[src/rtl/ysyx_ifu_fetch_queue.sv]
// IFU fetch queue: in-order circular buffer between the I-cache/MMU
// response path and the IDU handshake. Holds inst, pc, predicted next pc
// and fetch-trap info per entry; the whole queue is dropped on flush_pipe.
`ifndef YSYX_XLEN
`define YSYX_XLEN 64
`endif

module ysyx_ifu_fetch_queue #(
  parameter int XLEN  = `YSYX_XLEN,
  parameter int DEPTH = 4
) (
  input  logic            clock,
  input  logic            reset,
  input  logic            flush_pipe,
  input  logic            in_valid,
  output logic            in_ready,
  input  logic [31:0]     in_inst,
  input  logic [31:0]     in_pc,
  input  logic [XLEN-1:0] in_pnpc,
  input  logic            in_trap,
  input  logic [XLEN-1:0] in_cause,
  output logic            out_valid,
  input  logic            out_ready,
  output logic [31:0]     out_inst,
  output logic [31:0]     out_pc,
  output logic [XLEN-1:0] out_pnpc,
  output logic            out_trap,
  output logic [XLEN-1:0] out_cause
);

  localparam int            PW       = $clog2(DEPTH);
  localparam logic [PW-1:0] PTR_ONE  = PW'(1);
  localparam logic [PW:0]   CNT_ONE  = (PW+1)'(1);
  localparam logic [PW:0]   CNT_FULL = (PW+1)'(DEPTH);

  // Payload storage; never reset, outputs are masked while empty.
  logic [31:0]     q_inst  [DEPTH];
  logic [31:0]     q_pc    [DEPTH];
  logic [XLEN-1:0] q_pnpc  [DEPTH];
  logic            q_trap  [DEPTH];
  logic [XLEN-1:0] q_cause [DEPTH];

  logic [PW-1:0] head, tail;
  logic [PW:0]   count;
  logic          nonempty, push, pop;

  // A full queue refuses pushes even when a pop happens in the same cycle,
  // keeping in_ready purely a function of state.
  assign nonempty  = (count != '0);
  assign in_ready  = (count != CNT_FULL);
  assign out_valid = nonempty && !flush_pipe;
  assign push      = in_valid && in_ready && !flush_pipe;
  assign pop       = out_valid && out_ready;

  // Pointer and occupancy tracking; flush empties the queue outright.
  always_ff @(posedge clock or posedge reset) begin
    if (reset) begin
      head  <= '0;
      tail  <= '0;
      count <= '0;
    end else if (flush_pipe) begin
      head  <= '0;
      tail  <= '0;
      count <= '0;
    end else begin
      if (push) tail <= tail + PTR_ONE;
      if (pop)  head <= head + PTR_ONE;
      case ({push, pop})
        2'b10:   count <= count + CNT_ONE;
        2'b01:   count <= count - CNT_ONE;
        default: count <= count;
      endcase
    end
  end

  // Write the accepted response into the tail slot.
  always_ff @(posedge clock) begin
    if (push) begin
      q_inst[tail]  <= in_inst;
      q_pc[tail]    <= in_pc;
      q_pnpc[tail]  <= in_pnpc;
      q_trap[tail]  <= in_trap;
      q_cause[tail] <= in_cause;
    end
  end

  // Present the head entry, or all zeros when empty so no X escapes.
  always_comb begin
    out_inst  = '0;
    out_pc    = '0;
    out_pnpc  = '0;
    out_trap  = 1'b0;
    out_cause = '0;
    if (nonempty) begin
      out_inst  = q_inst[head];
      out_pc    = q_pc[head];
      out_pnpc  = q_pnpc[head];
      out_trap  = q_trap[head];
      out_cause = q_cause[head];
    end
  end

endmodule

[config.mk]
export PLATFORM = sky130hd
export DESIGN_NAME = ysyx_ifu_fetch_queue
export DESIGN_NICKNAME = d
export VERILOG_FILES = /design/src/rtl/ysyx_ifu_fetch_queue.sv
export SDC_FILE = /design/constraint.sdc
export NUM_CORES = 1
export LEC_CHECK = 0
export CAP_MARGIN = 5
export CORE_MARGIN = 2
export CORE_UTILIZATION = 55
export DETAILED_ROUTE_END_ITERATION = 10
export MAX_ROUTING_LAYER = met4
export PLACE_DENSITY = 0.92
export SYNTH_ARGS = -nofsm -noshare
export SYNTH_HDL_FRONTEND = slang
export SYNTH_SLANG_ARGS = --single-unit
[constraint.sdc]
create_clock -name clock -period 6.9 [get_ports clock]
set_input_delay 1.38 -clock clock [delete_from_list [all_inputs] [get_ports clock]]
set_output_delay 1.38 -clock clock [all_outputs]
set_load 0.03 [all_outputs]
== After elaboration in Yosys (flattened, before gate mapping) ==
Memories as Yosys holds them, arrays and structs flattened.
Index checks and enable logic that the tools add are counted.

* Bits in registers: 7
* Latch bits: 0
* RAM bits: 772
* Bits in read-only memories: 0
* Output and inout bits: 195
* Logic and storage cells: 37
* Memories kept: 5

* Add/subtract/negate cells: 4
* Multipliers: 0
* Div/mod/pow operators: 0
* Order comparisons: 0
* Equality and inequality tests: 3
* Shifts and indexed selects: 0
* Mux-type cells: 13
* Bitwise operators: 0
* Reduce and logical (&&, ||, !) cells: 9

{| class="wikitable"
|+ Memory list
! memory !! depth !! bits a word !! read ports !! clocked after memory_dff !! wr ports !! RTL line !! source
|-
| q_cause || 4 || 64 || 1 || 0 || 1 || 41 || <nowiki>logic [XLEN-1:0] q_cause [DEPTH];</nowiki>
|-
| q_pnpc || 4 || 64 || 1 || 0 || 1 || 39 || <nowiki>logic [XLEN-1:0] q_pnpc [DEPTH];</nowiki>
|-
| q_inst || 4 || 32 || 1 || 0 || 1 || 37 || <nowiki>logic [31:0] q_inst [DEPTH];</nowiki>
|-
| q_pc || 4 || 32 || 1 || 0 || 1 || 38 || <nowiki>logic [31:0] q_pc [DEPTH];</nowiki>
|-
| q_trap || 4 || 1 || 1 || 0 || 1 || 40 || <nowiki>logic q_trap [DEPTH];</nowiki>
|}

{| class="wikitable"
|+ Operator list
! cell !! count
|-
| two-way mux 64 bit || 2
|-
| two-way mux 32 bit || 2
|-
| two-way mux 2 bit || 4
|-
| one-hot mux 3 bit (2 select lines) || 1
|-
| nonzero test 3 bit || 2
|-
| adder 2 x 1 -> 2 bit (second input constant) || 2
|-
| logical AND 1 bit || 4
|-
| nonzero test 2 bit || 2
|-
| adder 3 x 1 -> 3 bit (second input constant) || 1
|-
| two-way mux 1 bit || 3
|-
| two-way mux 3 bit || 1
|-
| inequality test 3 bit (second input constant) || 1
|-
| subtractor 3 x 1 -> 3 bit (second input constant) || 1
|-
| equality test 2 x 1 -> 1 bit (second input constant) || 1
|-
| equality test 2 bit (second input constant) || 1
|-
| logical NOT 1 bit || 1
|}

== Depth between registers and ports, before layout ==
* Depth after elaboration: 6
* Depth in mapped cells: 8

== Worst setup path after synthesis ==
No wires, ideal clock.

* Kind: input to register
* Start point: input in_valid
* End point: memory q_cause[2][0] (netlist name) (enable)
* Library setup time: 0.577 ns
* Data arrival time: 6.466 ns
* Setup slack: -0.143 ns
* Stages on the path: 4
* Buffers on the path: 1
* Cells stage by stage: clkbuf_1 -> inv_1 -> nor3_1 -> and2_1

* Cells in the longest elaborated chain, start to end: 4

{| class="wikitable"
|+ Ends and longest elaborated chain
! element !! RTL line !! source
|-
| from (decl) || 15 || <nowiki>input logic in_valid,</nowiki>
|-
| logical AND 1 bit (2 in a row) || 52 || <nowiki>assign push = in_valid && in_ready && !flush_pipe;</nowiki>
|-
| two-way mux 1 bit || 78 || <nowiki>if (push) begin</nowiki>
|-
| two-way mux 1 bit (not written as such) || 83 || <nowiki>q_cause[tail] <= in_cause;</nowiki>
|-
| to (decl) || 41 ||
|}

No other way between the ends.

== Worst setup path in the final report ==
* Start point: register head[1]
* End point: output out_cause[43]

* Cells in the longest elaborated chain, start to end: 2

{| class="wikitable"
|+ Ends and longest elaborated chain
! element !! RTL line !! source
|-
| from (decl) || 43 || <nowiki>logic [PW-1:0] head, tail;</nowiki>
|-
| from (signal assigned) || 67 || <nowiki>if (pop) head <= head + PTR_ONE;</nowiki>
|-
| memory read (4 x 64 bit) || - ||
|-
| two-way mux 64 bit || 94 || <nowiki>if (nonempty) begin</nowiki>
|-
| to (decl) || 28 || <nowiki>output logic [XLEN-1:0] out_cause</nowiki>
|}

No other way between the ends.

==> run metrics <==
fin crit share=0.708; Int Power=0.00893 W; library cells used by synthesis=37; grt ovf=0; CTS clk-pin slew, worst paths=0.06 ns; Power Density=326 mW/mm^2; commonest non-fill, non-tap cell in the layout=edfxtp_1; reported net switching power=0.00312 W; Tightest Pin Transition=1.11 ns; fin crit period=4.89 ns; core area=0.0536 sq mm; Hold Crit Depth=2; Synth Area in Adders=0.00236; top cell type's share of synthesized area=0.780; H-tree levels=3; power share of the clock group=0.352; biggest area consumer among synthesized cells=edfxtp_1; antenna viol nets, final=0; compound-cell area share of the yosys netlist=0.00370; Total Wirelength=64600 microns; R2R depth=4; largest cells by area after synthesis=edfxtp_1 (78%), mux4_2 (15%), nor2b_1 (4.0%); status=complete, no violations; reg2reg setup slack=3.86 ns; antenna violations before repair=15; CTS tree=done; DR WL/cell=26.1 microns; post-synthesis simple-gate area fraction=0.0457; DRT iter0 DRCs=1181; vias in the first global route=15400; cts-stage hold buffer count=0; Critical Path Sink=out_cause[43]; die area=0.0559 sq mm; Residual DRC=0; Syn Inst Count=1292; cell area after synthesis=0.0297 sq mm; r2r endpoint=q_cause[2][24]; multiplexer share of the synthesized area=0.146; Fin. Hold Viols=0; yosys warns=0; Sw Ratio=0.259; Syn-to-layout area delta=24.4%; max_cap viols=0; area of the multi-input gates=0.00592 sq mm; die extent in y=237 microns; global placer's final weighted congestion=0.814; CTS resizes=0; largest net degree at the start of global routing=135; Rel. slew slack=0.257; Post-Synth XOR/XNOR Area=0.000884; Std-Cell Rows=85; leak pwr=11.5 nW; RSZ-0062 raised after global routing=no; Comb pwr share=0.197; CP max FO=76; Max clock buf depth=3; CP endpoint kind=output port; vias per inst=5.87; global-route wire length before repair=96600 microns; Setup crit start kind=register; clk_skew=0.0193 ns; sequential fraction of design power=0.452; FILL cells=3119; Required @ worst endpoint=5.52 ns; drt pass-1 iters=5; VDD IR-drop max=262 uV; Max Slew Vio Count=0; routed vias=14600; Die Span X=237 microns; max frequency=205 MHz; layout net count=1911; Post-CTS Setup Repair Bufs=0; Sink Count=779; setup violators final=0; syn nets=1495; main combinational cell family by area after synthesis=multiplexers; critical path type=register to output port; TritonCTS Buffers=76; I/O pin cnt=393; #FFs+latches synth=779; Hold Crit Class=register to register; worst setup path start=head[1]; highest-count cells in the layout ignoring fill and taps=edfxtp_1 (772), clkdlybuf4s50_1 (392), mux4_2 (193); Initial Util=0.555; Syn Area/Cell=23.0 sq um; clk_lat worst skew=0.60 ns; I/O Buffers=392; Seq. cell area=0.0234 sq mm; post-DP HPWL=36900 microns; sequential area share after synthesis=0.786; Root Driver=clkbuf_16; reg2reg start=count[0]; Worst EP arrival=3.51 ns; Total GRT Usage=0.241; core occupancy in the finished layout=0.690; share of cells above drive strength 1=0.190; Setup TNS=0 ns
[cell type report]
cell class | count | share of cell area
diodes | 16 | 0.00108
clock buffers | 85 | 0.0535
clock inverters | 51 | 0.0161
inverters | 7 | 0.000711
multi-input cells | 435 | 0.160
flip-flops and latches | 779 | 0.632
well taps | 696 | 0.0236
repair buffers | 409 | 0.113
[stage by stage]
| step | area, sq um | setup slack (ns) | hold slack [ns] | cells | total power, W |
|---|---|---|---|---|---|
| after detailed placement | 34400 | 2.39 | 0.588 | 2326 | 0.00790 |
| final | 37000 | 2.01 | 0.612 | 2478 | 0.0120 |
| after floorplan | 29700 | 2.01 | 0.557 | 1292 | 0.00698 |
| after global placement | 34400 | 2.47 | 0.584 | 2326 | 0.00785 |
| after global routing | 37000 | 1.89 | 0.638 | 2477 | 0.0124 |
| after CTS | 36900 | 1.91 | 0.595 | 2462 | 0.0122 |
[how the worst min path moves through the flow]
stage               slack [ns]      end    start
finish                    0.61  tail[0]  tail[0]
detailed placement        0.59  tail[0]  tail[0]
global placement          0.58  tail[0]  tail[0]
CTS                       0.60  tail[0]  tail[0]
global route              0.64  tail[0]  tail[0]
floorplan                 0.56  tail[0]  tail[0]
[registers in the layout (all words and copies together), names as in the netlist]
| register | flops |
|---|---|
| q_cause | 256 |
| q_pc | 128 |
| head | 2 |
| q_trap | 4 |
| tail | 2 |
| count | 3 |
| q_inst | 128 |
| q_pnpc | 256 |
[power groups by stage]
| stage | clock [W] | sequential [W] | combinational (W) |
|---|---|---|---|
| 6_report | 0.00424 | 0.00544 | 0.00237 |
| 5_1_grt | 0.00450 | 0.00545 | 0.00248 |
| 4_1_cts | 0.00432 | 0.00544 | 0.00239 |
| 3_5_place_dp | 0 | 0.00554 | 0.00236 |
| 3_3_place_gp | 0 | 0.00552 | 0.00233 |
| 2_1_floorplan | 0 | 0.00550 | 0.00148 |
[per-layer routing]
metal,up-vias,track usage,share of wire
met5,-,-,0
met4,0,0.0894,0.030
met3,121,0.0664,0.088
met2,701,0.390,0.52
met1,7561,0.294,0.37
li1,6168,-,-
[synth_stat cells, drive strengths merged]
cell / n
o31ai: 1
nand2b: 2
mux4: 193
o21a: 1
a311oi: 1
dfrtp: 7
inv: 7
buf: 44
nor3: 3
nor2b: 190
fa: 1
and2: 4
a221oi: 1
o311ai: 1
a21o: 1
nor2: 6
nand2: 1
a211oi: 1
or3b: 2
a21oi: 3
ha: 4
xnor2: 1
and2b: 3
nand3b: 1
nor3b: 1
or2: 1
o2111ai: 1
nand3: 4
edfxtp: 772
clkbuf: 27
o21ai: 3
o41ai: 1
o22ai: 1
xor2: 2
[critical path, cell delays in order (launching register included)]
cell and delay [ns]:
dfrtp_4 1.00, buf_12 0.37, mux4_2 0.41, nor2b_1 0.15, clkdlybuf4s50_1 0.68
[kinds of logic after synthesis]
logic type	Yosys count
AO/OA/AOI/OAI	16
XOR/XNOR	3
adder cells (fa/ha/maj)	5
buffers and inverters	78
flip-flops	779
multiplexers	193
AND/OR/NAND/NOR	218
Power figures use the tool's default switching activity.
